==> src/rtl/dmem_arb_pkg.sv <==
// -----------------------------------------------------------------------------
// dmem_arb_pkg
// Shared definitions for the data-memory arbiter:
//   - arb_state_e : owner of the most recently granted RAM cycle
//   - DATAWIDTH_DEF / ADDR_W_DEF : default data and RAM word-address widths
// -----------------------------------------------------------------------------
package dmem_arb_pkg;

   localparam int DATAWIDTH_DEF = 32;
   localparam int ADDR_W_DEF    = 14;

   // IDLE: nothing granted last cycle; OWN0/OWN1: port 0/1 owned last cycle
   typedef enum logic [1:0] {
      IDLE = 2'd0,
      OWN0 = 2'd1,
      OWN1 = 2'd2
   } arb_state_e;

endpackage

==> src/rtl/dmem_arbiter.sv <==
// -----------------------------------------------------------------------------
// dmem_arbiter
// Two-requester arbiter in front of a single-port data RAM with asynchronous
// read data. Port 0 is the CPU, port 1 the loader/DMA. One access per cycle;
// the grant is combinational so a lone requester is served in the same cycle.
// Read data is captured at the end of the grant cycle and presented with a
// one-cycle rvalid pulse.
//
// Optional feature: define DMEM_ARB_BURST_EN to let port 1 keep the RAM for up
// to MAX_BURST consecutive beats while port 0 is also requesting. Without it
// the two ports strictly alternate under contention.
//
// Ports
//   clk, rst                 clock, asynchronous active-high reset
//   pX_req/wen/addr/din      request, write enable, address, write data (X=0,1)
//   pX_gnt                   access performed this cycle
//   pX_rvalid/pX_rdata       one-cycle read-valid pulse, held read data
//   ram_ena/wen/addr/din     RAM control toward the external data RAM
//   ram_dout                 asynchronous RAM read data
// -----------------------------------------------------------------------------
module dmem_arbiter
   import dmem_arb_pkg::*;
#(
   parameter int DATAWIDTH = DATAWIDTH_DEF,
   parameter int ADDR_W    = ADDR_W_DEF,
   parameter int MAX_BURST = 4
) (
   input  logic                 clk,
   input  logic                 rst,
   input  logic                 p0_req,
   input  logic                 p0_wen,
   input  logic [DATAWIDTH-1:0] p0_addr,
   input  logic [DATAWIDTH-1:0] p0_din,
   output logic                 p0_gnt,
   output logic                 p0_rvalid,
   output logic [DATAWIDTH-1:0] p0_rdata,
   input  logic                 p1_req,
   input  logic                 p1_wen,
   input  logic [DATAWIDTH-1:0] p1_addr,
   input  logic [DATAWIDTH-1:0] p1_din,
   output logic                 p1_gnt,
   output logic                 p1_rvalid,
   output logic [DATAWIDTH-1:0] p1_rdata,
   output logic                 ram_ena,
   output logic                 ram_wen,
   output logic [ADDR_W-1:0]    ram_addr,
   output logic [DATAWIDTH-1:0] ram_din,
   input  logic [DATAWIDTH-1:0] ram_dout
);

   localparam logic [3:0] MAX_BURST_C = 4'(MAX_BURST);

   arb_state_e state_r;
   arb_state_e state_nxt_s;
   logic       gnt0_s;
   logic       gnt1_s;

   // Upper address bits are intentionally ignored by the RAM
   logic unused_s;
   assign unused_s = ^{p0_addr[DATAWIDTH-1:ADDR_W], p1_addr[DATAWIDTH-1:ADDR_W], MAX_BURST_C};

`ifdef DMEM_ARB_BURST_EN
   // Consecutive port-1 beats taken while port 0 was waiting
   logic [3:0] burst_cnt_r;

   // Burst counter: only contended port-1 grants count toward the limit
   always_ff @(posedge clk or posedge rst) begin
      if (rst) begin
         burst_cnt_r <= 4'd0;
      end else if (gnt1_s && p0_req) begin
         burst_cnt_r <= (burst_cnt_r == 4'hF) ? 4'hF : burst_cnt_r + 4'd1;
      end else begin
         burst_cnt_r <= 4'd0;
      end
   end
`endif

   // Arbitration: lone requester wins; contention resolved from last owner
   always_comb begin
      gnt0_s = 1'b0;
      gnt1_s = 1'b0;
      if (rst) begin
         gnt0_s = 1'b0;
         gnt1_s = 1'b0;
      end else if (p0_req && p1_req) begin
         case (state_r)
            IDLE: gnt0_s = 1'b1;
            OWN0: gnt1_s = 1'b1;
`ifdef DMEM_ARB_BURST_EN
            OWN1: begin
               if (burst_cnt_r < MAX_BURST_C) begin
                  gnt1_s = 1'b1;
               end else begin
                  gnt0_s = 1'b1;
               end
            end
`else
            OWN1: gnt0_s = 1'b1;
`endif
            default: gnt0_s = 1'b1;
         endcase
      end else if (p0_req) begin
         gnt0_s = 1'b1;
      end else if (p1_req) begin
         gnt1_s = 1'b1;
      end else begin
         gnt0_s = 1'b0;
         gnt1_s = 1'b0;
      end
   end

   // Next state records who owned this cycle
   always_comb begin
      state_nxt_s = IDLE;
      if (gnt0_s) begin
         state_nxt_s = OWN0;
      end else if (gnt1_s) begin
         state_nxt_s = OWN1;
      end else begin
         state_nxt_s = IDLE;
      end
   end

   // State register
   always_ff @(posedge clk or posedge rst) begin
      if (rst) begin
         state_r <= IDLE;
      end else begin
         state_r <= state_nxt_s;
      end
   end

   // RAM-side mux; all fields forced to zero when no one is granted
   always_comb begin
      ram_ena  = 1'b0;
      ram_wen  = 1'b0;
      ram_addr = {ADDR_W{1'b0}};
      ram_din  = {DATAWIDTH{1'b0}};
      if (gnt0_s) begin
         ram_ena  = 1'b1;
         ram_wen  = p0_wen;
         ram_addr = p0_addr[ADDR_W-1:0];
         ram_din  = p0_din;
      end else if (gnt1_s) begin
         ram_ena  = 1'b1;
         ram_wen  = p1_wen;
         ram_addr = p1_addr[ADDR_W-1:0];
         ram_din  = p1_din;
      end else begin
         ram_ena  = 1'b0;
      end
   end

   assign p0_gnt = gnt0_s;
   assign p1_gnt = gnt1_s;

   // Read return: capture async RAM data at the end of a read grant
   always_ff @(posedge clk or posedge rst) begin
      if (rst) begin
         p0_rvalid <= 1'b0;
         p1_rvalid <= 1'b0;
         p0_rdata  <= {DATAWIDTH{1'b0}};
         p1_rdata  <= {DATAWIDTH{1'b0}};
      end else begin
         p0_rvalid <= gnt0_s & ~p0_wen;
         p1_rvalid <= gnt1_s & ~p1_wen;
         if (gnt0_s && !p0_wen) begin
            p0_rdata <= ram_dout;
         end
         if (gnt1_s && !p1_wen) begin
            p1_rdata <= ram_dout;
         end
      end
   end

endmodule
==> config.mk <==
export PLATFORM = sky130hd
export DESIGN_NAME = dmem_arbiter
export DESIGN_NICKNAME = d
export VERILOG_FILES = /design/src/rtl/dmem_arb_pkg.sv /design/src/rtl/dmem_arbiter.sv
export SDC_FILE = /design/constraint.sdc
export NUM_CORES = 1
export LEC_CHECK = 0
export CELL_PAD_IN_SITES_DETAIL_PLACEMENT = 1
export CELL_PAD_IN_SITES_GLOBAL_PLACEMENT = 1
export CORE_MARGIN = 1.5
export CORE_UTILIZATION = 23
export CTS_BUF_LIST = sky130_fd_sc_hd__clkbuf_8
export DETAILED_ROUTE_END_ITERATION = 6
export GPL_TIMING_DRIVEN = 1
export PLACE_DENSITY = 0.81
export SLEW_MARGIN = 20
export SYNTH_ARGS = -nofsm -noshare
export SYNTH_HDL_FRONTEND = slang
export SYNTH_SLANG_ARGS = --single-unit
export TNS_END_PERCENT = 100
==> constraint.sdc <==
create_clock -name clk -period 2.9 [get_ports clk]
set_input_delay 0.58 -clock clk [delete_from_list [all_inputs] [get_ports clk]]
set_output_delay 0.58 -clock clk [all_outputs]
set_load 0.05 [all_outputs]
==> flow_summary.ini, run 1 <==
[timing]
skew_ns = 0.007808
setup_tns_ns = 0
rsz0062_at_grt = no
final-max-slew-violation-count = 0
setup_slack_ns = 0.1677
max-slew-margin-rel_pct = 62.95
worst_pin_slew_ns = 0.5541
period_share_pct = 94.22
period_needed_ns = 2.732
max_freq_mhz = 366.0
hold_viol = 0
setup_viol = 0

[floorplan]
fp.dieH_um = 119.4
initial_utilization_pct = 23.54
die_width_um = 119.4
rows = 42
core-area_mm2 = 0.01324
die-area_mm2 = 0.01426
boundaryPins = 282

[place]
portBuffers = 245
dpl.cell_count = 617
dpl.hpwl_um = 9001
pre_cts_slack_ns = 0.1491
gp_congestion = 0.6991

[global_route]
track_usage_pct = 16.31
grt_max_degree = 51
grt_pass1_vias = 3106
grt_pass1_wl_um = 17760
grt_overflow = 0
antenna_found_initial = 0

[drt]
num_vias = 2827
post_drt_wl_per_cell_um = 18.05
viasPerCell = 4.466
first_iter_violations = 125
first_pass_iters = 4
ant_nets = 0
drc = 0
wl_um = 11420

[setup_path]
cp-start-kind = input port
end_kind = output pin
critPathKind = in2out
ff2ff_path_depth = 4
required_ns = 2.32
critPathMaxFanout = 50
critPathArrivalTime_ns = 2.15

[synth]
synth-simple-area-share_pct = 1.404
synth_top_area_share_pct = 54.57
synth_xor_area_share_pct = 0
ys_seq_elements = 68
synth_compound_area_share_pct = 13.92
syn-instance-count = 208
yosysMostFrequentCell = dfrtp_1
ys_warn_count = 0
synth_cell_type_count = 17
yosysSeqAreaShare_pct = 54.57
synth_top_family_by_area = multiplexers
synth_edf_count = 0
syn_nets = 374
synth_fa_ha_area_share_pct = 0
synth_common_cells = dfrtp_1, a22o_1, mux2_2, mux2_4, clkbuf_1
synthArstFlopShare_pct = 100.0
yosys-top-cells-area = dfrtp_1, mux2_4, a22o_1
synthFlopType = dfrtp_1
syn_area_mm2 = 0.003118
yosys.area.top_type = dfrtp_1
synth.area.mux_share_pct = 26.61
syn_avg_cell_area_um2 = 14.99

[cts]
cts_tree = done
post_cts_buffers = 0
cts_resized = 0
cts_sinks = 68
ctsHoldBuffers = 0
cts-root-buf = clkbuf_8
clk_latency_ns = 0.35
cts_max_path_buffers = 2
htree_levels = 3
numCtsBuffers = 9
clkTransAtPathRegs_ns = 0.07

[pwr]
p_leak_nw = 2.788
power.total_mw = 4.193
peakVddDrop_v = 0.0002077
p_per_area_mw_per_mm2 = 641.6

[hold_path]
hp-class = reg2reg
whs_path_depth = 1

[cells_and_area]
instances_no_fill = 633
drive_above_1_share_pct = 30.20
nets = 618
antenna_cells = 0
syn2layout_area_growth_pct = 109.6
final_util_pct = 49.35

[flow_run]
maxCapViolCount = 0

[outcome]
status = finished clean
-- metrics by stage --
step / hold slack [ns] / area (um^2)
after global placement: 0.4809 / 6317
after detailed placement: 0.4942 / 6317
final: 0.5098 / 6535
after CTS: 0.5125 / 6535
after floorplan: 0.5645 / 3118
after global routing: 0.5277 / 6535
-- power breakdown --
group	internal [mW]	switching (mW)	total, mW
registers	1.15	0.110	1.26
logic	0.887	1.18	2.07
clock network	0.500	0.365	0.865
total	2.53	1.66	4.19
-- worst max-delay path: stages --
cell	delay (ns)
clkdlybuf4s50_1	0.62
nand2b_1	0.17
nor2_4	0.13
buf_12	0.24
a22o_1	0.24
buf_12	0.15
-- cell type report --
| cell class | count | area, um^2 |
|---|---|---|
| repair buffers | 250 | 3053 |
| fillers | 1334 | 6708 |
| flip-flops and latches | 68 | 1702 |
| multi-input cells | 121 | 1335 |
| clock buffers | 10 | 137.6 |
| clock inverters | 6 | 80.08 |
| well taps | 176 | 220.2 |
| inverters | 2 | 7.507 |
-- worst paths after layout --
kind | endpoint | slack [ns] | from
min in group asynchronous | p1_rdata[26] | 0.65 | rst
max in group asynchronous | p0_rdata[31] | 1.63 | rst
worst max register to register | p0_rdata[4] | 1.13 | state_r[0]
worst min register to register | p1_rdata[22] | 0.51 | p1_rdata[22]
worst max-delay path | ram_addr[13] | 0.17 | p0_req
worst min-delay path | p1_rdata[22] | 0.51 | p1_rdata[22]
-- logic make-up after synthesis --
family / after synthesis
AOI/OAI and AO/OA: 50
and+or+nand+nor: 7
DFF: 68
muxes: 64
buffers and inverters: 19
-- routing by layer --
metal	vias to the layer above	GRT usage, %	wire length [um]	share of wire [%]
met5	-	0	0	0
met4	0	5.060	175	1.5
met3	15	4.837	853	7.5
met2	153	30.35	6259	55
met1	1390	17.73	4135	36
li1	1269	-	-	-
-- registers in the layout, indices dropped and copies added (netlist names) --
register and cells:
state_r 2, p0_rdata 32, p1_rvalid 1, p0_rvalid 1, p1_rdata 32
-- placed cells by master (no fill, tap or decap), types with 2 or more instances in the layout --
master           Yosys  final
clkdlybuf4s50_1      0    195
a22o_1              47     47
buf_12               0     55
clkbuf_8             0     10
bufinv_16            0      2
nand2b_1             3      3
mux2_2              34     34
inv_1                2      3
dfrtp_1             68     68
mux2_4              29     29
(Power assumes the default switching activity.)
==> run 2, diff against run 1 <==
- CORE_UTILIZATION: 23 -> 21
- PLACE_DENSITY: 0.81 -> 0.78
- SKIP_LAST_GASP: unset -> 1
- clock period: 2.9 -> 2.3 ns (I/O delays scaled with it)
==> flow_summary.ini, run 2 (synthesized netlist as in run 1, its figures left out) <==
[setup_path]
cp-start-kind = input port
critPathKind = in2out
ff2ff_setup_slack_ns = 0.52
critPathArrivalTime_ns = 1.80
critPathMaxFanout = 19
required_ns = 1.84
regToRegStartpoint = state_r[0]
end_kind = output pin
timing.rr.end = p0_rdata[24]
ff2ff_path_depth = 4

[floorplan]
core-area_mm2 = 0.01453
boundaryPins = 282
rows = 44
die-area_mm2 = 0.01559
fp.dieH_um = 124.9
initial_utilization_pct = 21.45
die_width_um = 124.9

[timing]
worst_pin_slew_ns = 0.5482
max_freq_mhz = 443.3
setup_viol = 0
max-slew-margin-rel_pct = 63.34
rsz0062_at_grt = yes
skew_ns = 0.005999
holdWs_ns = 0.3888
setup_slack_ns = 0.04444
period_share_pct = 98.07
hold_viol = 0
period_needed_ns = 2.256
final-max-slew-violation-count = 0

[cells_and_area]
regArea_mm2 = 0.001702
nets = 629
final_area_mm2 = 0.006895
largestRegisters = p0_rdata: 32 flops, p1_rdata: 32 flops, state_r: 2 flops
nFillCells = 1443
multiInputGateArea_mm2 = 0.001485
antenna_cells = 0
final_cell_mix = clkdlybuf4s50_1, dfrtp_1, buf_12
drive_above_1_share_pct = 35.90
syn2layout_area_growth_pct = 121.1
layout_commonest_cell = clkdlybuf4s50_1

[pwr]
swShare_pct = 39.00
pwr-share-clk_pct = 21.8
seqPwrFrac_pct = 28.9
p_int_mw = 3.336
p_leak_nw = 2.978
p_per_area_mw_per_mm2 = 793.0
p_switching_mw = 2.132
peakVddDrop_v = 0.0002551
power.total_mw = 5.468
combPwrFrac_pct = 49.2

[global_route]
grt_pass1_wl_um = 18680
grt.busiest_layer = met2
grt_pass1_vias = 3329
grt_overflow = 0
antenna_found_initial = 0
use_met1_pct = 16.49
track_usage_pct = 15.55
met2_usage_pct = 27.96
grt_max_degree = 37
grtUsageMet3_pct = 5.885

[cts]
clk_latency_ns = 0.34
cts_tree = done
clkTransAtPathRegs_ns = 0.08
numCtsBuffers = 9
cts_max_path_buffers = 2
cts_sinks = 68
ctsHoldBuffers = 0
htree_levels = 3
cts-root-buf = clkbuf_8

[place]
pre_cts_slack_ns = -0.1205
dpl.hpwl_um = 9067
gp_congestion = 0.7547
portBuffers = 245
placed_cell_area_mm2 = 0.006365

[hold_path]
hp-class = in2async

[drt]
num_vias = 2890
drc = 0
ant_nets = 0
first_pass_iters = 3
post_drt_wl_per_cell_um = 18.73
first_iter_violations = 73
wl_um = 12210
viasPerCell = 4.433

[outcome]
status = finished clean

[flow_run]
maxCapViolCount = 0
## run 2: changes by cell type in the layout (fill, tap and decap cells not counted), moves of 3 or more
cell / delta
clkdlybuf4s50_1: -3
buf_4: +5
a22o_4: +15
a22o_1: -15
dlygate4sd2_1: +3
## run 2: through the flow
stage	cells	TNS, ns	util [%]
6_report	652	0	47.44
3_5_place_dp	630	-6.258	43.79
4_1_cts	651	0	46.71
5_1_grt	652	-0.1892	47.44
3_3_place_gp	630	-2.984	43.79
2_1_floorplan	208	0	-
## run 2: power groups by stage
stage / sequential (mW) / combinational (mW) / clock (mW)
floorplan: 2.47 / 0.616 / 0
global placement: 1.58 / 2.61 / 0
detailed placement: 1.61 / 2.64 / 0
CTS: 1.59 / 2.69 / 1.25
global route: 1.62 / 2.78 / 1.30
finish: 1.58 / 2.69 / 1.19
## run 2: critical path, cell delays in order
cell and delay, ns:
dlygate4sd2_1 0.27, and3b_2 0.25, nor2_4 0.17, buf_12 0.14, buf_16 0.15, a22o_1 0.20, buf_12 0.15
## run 2: per-layer routing
metal / wire length (um) / part of all wire, % / up-vias
li1: - / - / 1288
met1: 4413 / 36 / 1405
met2: 6455 / 53 / 171
met3: 1012 / 8.3 / 26
met4: 332 / 2.7 / 0
met5: 0 / 0 / -
## run 2: worst max path at each step
| stage | start | slack, ns | to | cells past startpoint |
|---|---|---|---|---|
| after floorplan | rst | 0.04 | ram_addr[0] | 5 |
| after global placement | rst | -0.1 | ram_addr[12] | 6 |
| after detailed placement | rst | -0.12 | ram_din[6] | 6 |
| after CTS | state_r[0] | 0.02 | ram_wen | 6 |
| after global routing | state_r[0] | -0.02 | ram_addr[11] | 6 |
| final | p1_req | 0.04 | ram_din[14] | 7 |
## run 2: cell type report
type	instances	share of cell area, %
multi-input combinational	121	21.54
sequential	68	24.68
clock buffer	9	1.796
inverter	2	0.1089
tap	184	3.339
clock inverter	7	1.688
timing repair buffer	261	46.85
## run 2: what timing repair did
action | 4_1_cts | 5_1_grt
buffers inserted | 2 | 1
gates resized for setup | 13 | 12
cloned | 3 | 0
endpoints found under the setup margin | 48 | 28
pin swaps | 2 | 2
